--- src/rtl/mem_port_arbiter.sv ---
// mem_port_arbiter: shares one memory bus between instruction fetch and data load/store requesters.
// Ports:
//   clk, reset         clock; asynchronous active-high reset
//   i_valid/i_addr     fetch request (held until i_ready)
//   i_ready/i_rdata    fetch completion pulse and read data
//   i_err              fetch aborted by watchdog, qualified by i_ready
//   d_valid/d_addr     data request (held until d_ready)
//   d_wdata/d_wstrb    store data and byte strobes (wstrb 0 = load)
//   d_ready/d_rdata    data completion pulse and read data
//   d_err              data aborted by watchdog, qualified by d_ready
//   mem_*              shared bus: valid/instr/addr/wdata/wstrb out, ready/rdata in
module mem_port_arbiter #(
    parameter int TIMEOUT         = 16,
    parameter int MAX_DATA_STREAK = 4
) (
    input  logic        clk,
    input  logic        reset,
    input  logic        i_valid,
    input  logic [31:0] i_addr,
    output logic        i_ready,
    output logic [31:0] i_rdata,
    output logic        i_err,
    input  logic        d_valid,
    input  logic [31:0] d_addr,
    input  logic [31:0] d_wdata,
    input  logic [3:0]  d_wstrb,
    output logic        d_ready,
    output logic [31:0] d_rdata,
    output logic        d_err,
    output logic        mem_valid,
    output logic        mem_instr,
    output logic [31:0] mem_addr,
    output logic [31:0] mem_wdata,
    output logic [3:0]  mem_wstrb,
    input  logic        mem_ready,
    input  logic [31:0] mem_rdata
);
    typedef enum logic [1:0] {IDLE, BUSY_I, BUSY_D} state_t;
    state_t state, state_nx;
    logic [31:0] wdog, streak;
    logic abort, done, grant_i, grant_d;

    // wdog holds the number of stalled cycles already seen, so the abort lands on stall cycle TIMEOUT+1
    assign abort = state != IDLE && !mem_ready && TIMEOUT != 0 && wdog == 32'(TIMEOUT);
    assign done = state != IDLE && (mem_ready || abort);
    assign grant_d = state == IDLE && d_valid && !(i_valid && streak == 32'(MAX_DATA_STREAK));
    assign grant_i = state == IDLE && i_valid && !grant_d;
    assign mem_valid = state != IDLE;

    always_ff @(posedge clk or posedge reset)
        if (reset) state <= IDLE;
        else state <= state_nx;

    always_comb begin
        state_nx = grant_d ? BUSY_D : grant_i ? BUSY_I : done ? IDLE : state;
        i_ready = state == BUSY_I && done;
        d_ready = state == BUSY_D && done;
        i_err = state == BUSY_I && abort;
        d_err = state == BUSY_D && abort;
        i_rdata = abort ? '0 : mem_rdata;
        d_rdata = abort ? '0 : mem_rdata;
    end

    always_ff @(posedge clk or posedge reset) begin
        if (reset) begin
            wdog <= '0;
            streak <= '0;
            mem_instr <= 1'b0;
            mem_addr <= '0;
            mem_wdata <= '0;
            mem_wstrb <= '0;
        end else begin
            wdog <= (state != IDLE && !done) ? wdog + 32'd1 : '0;
            if (grant_i) begin
                mem_instr <= 1'b1;
                mem_addr <= i_addr;
                mem_wdata <= '0;
                mem_wstrb <= '0;
                streak <= '0;
            end else if (grant_d) begin
                mem_instr <= 1'b0;
                mem_addr <= d_addr;
                mem_wdata <= d_wdata;
                mem_wstrb <= d_wstrb;
                // a data grant with fetch pending can only happen below the cap, so no explicit saturation
                streak <= i_valid ? streak + 32'd1 : '0;
            end
        end
    end
endmodule

--- config.mk ---
export PLATFORM = sky130hd
export DESIGN_NAME = mem_port_arbiter
export DESIGN_NICKNAME = d
export VERILOG_FILES = /design/src/rtl/mem_port_arbiter.sv
export SDC_FILE = /design/constraint.sdc
export NUM_CORES = 1
export LEC_CHECK = 0
export ABC_AREA = 1
export BUFFER_PORTS_ARGS = -buffer_cell sky130_fd_sc_hd__buf_4
export CORE_ASPECT_RATIO = 0.8
export CORE_UTILIZATION = 50
export DETAILED_ROUTE_END_ITERATION = 10
export PLACE_DENSITY = 0.81
export SLEW_MARGIN = 20
export SYNTH_ARGS = -nofsm -noshare
export SYNTH_HDL_FRONTEND = slang
export SYNTH_SLANG_ARGS = --single-unit
--- constraint.sdc ---
create_clock -name clk -period 4.13 [get_ports clk]
set_input_delay 0.2065 -clock clk [delete_from_list [all_inputs] [get_ports clk]]
set_output_delay 0.2065 -clock clk [all_outputs]
set_load 0.1 [all_outputs]
==> out/results.ini <==
[grt]
antenna_found_initial=1
grt_max_degree=106
grt_pass1_wl_um=40370
grt_overflow_total=0
grt_pass1_vias=8002
grt.total_usage=0.3364

[drt]
vias_per_cell=5.264
remaining_drc_errors=0
vias=8154
drt_wl_total_um=25950
drt_first_pass_iters=6
ant_nets=0
drt-wirelength-per-cell_um=16.75
drtIter0Drc=764

[power]
peakVddDrop_uv=757.9
netSwitchingPower_mw=4.708
pwr-share-seq=0.240
p_per_area_nw_per_um2=765.9
p_leak_nw=5.270
power.share.switching=0.5810
power.internal_mw=3.395
power_frac_comb=0.588
pwr-share-clk=0.172

[worst_setup_path]
cp_max_fo=32
worstPathRequired_ns=3.92
end_kind=primary output
cp-start-kind=register
crit_type=register to primary output
arrival_ns=2.55

[cts]
clock_latency_ns=0.43
clkSlewWorstSetupHoldPaths_ns=0.06
cts_setup_buffers=0
h-tree-depth=4
clock_sinks=135
cts_tree=yes
cts_resized=0
cts_buffer_depth=2
postCtsHoldBufs=52
cts_buffers=17
cts_root_buffer=clkbuf_16

[yosys]
ys_seq_area_frac=0.4472
yosys.area.top_type_share=0.4472
synth_area_leader_cell=dfrtp_1
syn_inst=1063
synth_xor_area_frac=0.04985
synthMuxAreaShare=0
postSynthAreaPerCell_um2=7.107
synth_top_family_by_area=simple AND/OR/NAND/NOR gates
synth_seq_cells=135
synth_warnings=0
synthesis.nets=1204
yosys.area_share.adder=0.006625
ys_types=30
yosys.area_share.simple=0.3596
synth.area.top_cells=dfrtp_1, nand2_1, nor2_1, nand3_1, inv_1
syn-cell-area_um2=7555
synth-compound-area-share=0.02700

[finish]
drive_gt1_frac=0.2390
nNetsFinal=1492
final_util=0.7299
final_cell_area_um2=10580
syn_to_final_growth_pct=40.03
fillers=1105

[floorplanning]
row_count=39
coreArea_um2=14490
initial_utilization=0.5213
dieHeight_um=111.9
die_w_um=139.4
die_area_um2=15610
ios=275

[sta]
clock.fmax_mhz=363.0
finalClockSkew_ns=0.01249
finalCritPeriodShare=0.6671
fin_setup_tns_ns=0
holdWs_ns=-0.006402
rsz0062_at_grt=no
maxSlewHeadroom=0.3796
period_needed_ns=2.755
setup_violations=0
drv_slew=0
worst_pin_slew_ns=0.9305
timing.final.ws_setup_ns=1.375
hold_viol=3

[placed_design]
pre_cts_ws_ns=1.564
place_area_um2=9502
hpwl_um=17910
port_buffers=274
gpl.final_weighted_congestion=0.9909

[outcome]
outcome=finished, violations left
failed_checks=hold timing

[min_path]
min_path_type=input pin to async pin

[flow_run]
maxCapViolCount=0

[registers in the layout, indices dropped and copies added, names as in the netlist]
register	flops
state	2
mem_instr	1
mem_addr	32
wdog	32
mem_wdata	32
mem_wstrb	4
streak	32
[worst max-delay path, cell delays in order, from the launching register on]
cell and delay, ns:
dfrtp_1 0.40, inv_1 0.12, ha_1 0.19, nand4_1 0.09
or2_2 0.35, nor2_4 0.52, nor2_1 0.18, buf_4 0.28
[worst paths after layout]
kind | start | endpoint | slack [ns] | cells after the start
min in group clk | d_addr[26] | mem_addr[26] | 0.01 | 3
max reg2reg | state[1] | mem_wdata[9] | 1.63 | 8
max in group asynchronous | reset | mem_addr[11] | 3.17 | 3
min reg2reg | mem_wstrb[2] | mem_wstrb[2] | 0.48 | 2
max | wdog[0] | i_rdata[22] | 1.38 | 7
min | reset | wdog[10] | -0.006 | 2
[cell usage in the layout, fill, tap and decap left out]
master / synthesis / routed
nand3_2: 1 / 2
dfrtp_1: 135 / 135
xnor2_1: 9 / 9
diode_2: 0 / 1
nand2_4: 1 / 1
o21ai_0: 15 / 14
inv_2: 2 / 2
nand3b_1: 1 / 1
nor3b_1: 1 / 1
inv_6: 0 / 1
nor2_2: 4 / 4
clkinv_4: 0 / 4
clkbuf_1: 1 / 3
nand3_1: 86 / 85
nand4_1: 7 / 7
buf_4: 35 / 281
nor2_1: 174 / 173
dlygate4sd3_1: 0 / 53
clkbuf_8: 0 / 2
nand2_1: 370 / 370
clkinv_2: 0 / 2
nor2_4: 1 / 2
o22ai_1: 17 / 17
inv_1: 108 / 107
xor2_1: 34 / 34
nor3_2: 1 / 1
clkinvlp_4: 0 / 4
o21ai_4: 0 / 1
clkbuf_16: 0 / 17
nor3_1: 21 / 21
o21ai_1: 2 / 2
o21bai_1: 1 / 1
ha_1: 4 / 4
or2_2: 2 / 2
a21oi_1: 1 / 1
[synthesized netlist by cell type (all sizes together)]
cell type,n
nand2,371
nor2,179
dfrtp,135
inv,110
nand3,87
buf,63
xor2,34
nor3,22
o21ai,17
o22ai,17
xnor2,9
nand4,7
ha,4
clkbuf,2
or2,2
a21oi,1
nand3b,1
nor3b,1
o21bai,1
[routing by layer]
metal / vias to the layer above / wire, um / track usage
li1: 3813 / - / -
met2: 446 / 12920 / 0.5853
met3: 97 / 1885 / 0.07828
met5: - / 0 / 0
met1: 3798 / 9713 / 0.3752
met4: 0 / 1433 / 0.2089
[layout make-up]
class,count,area (um2),share of cell area
Multi-Input combinational cell,753,3371,0.3186
Antenna cell,1,2.502,0.0002365
Sequential cell,135,3378,0.3193
Inverter,110,417.9,0.03950
Tap cell,184,230.2,0.02176
Clock inverter,10,75.07,0.007096
Timing Repair Buffer,334,2640,0.2496
Clock buffer,22,464.2,0.04388
[stage by stage]
step,std cells,total power [mW]
5_1_grt,1549,8.364
4_1_cts,1547,8.034
3_3_place_gp,1463,6.548
3_5_place_dp,1463,6.594
2_1_floorplan,1063,5.533
6_report,1549,8.102
[power groups by stage]
stage               Clock [mW]  Combinational, mW  Sequential, mW
finish                    1.39               4.76            1.95
global route              1.47               4.92            1.98
CTS                       1.39               4.71            1.92
detailed placement           0               4.67            1.92
global placement             0               4.62            1.92
floorplan                    0               1.16            4.37
[logic make-up after synthesis]
kind of cell             after synthesis
adder cells (fa/ha/maj)                4
flip-flops                           135
XOR/XNOR                              43
AO/OA/AOI/OAI                         36
AND/OR/NAND/NOR                      670
buffers and inverters                175
Power figures use the tool's default switching activity.
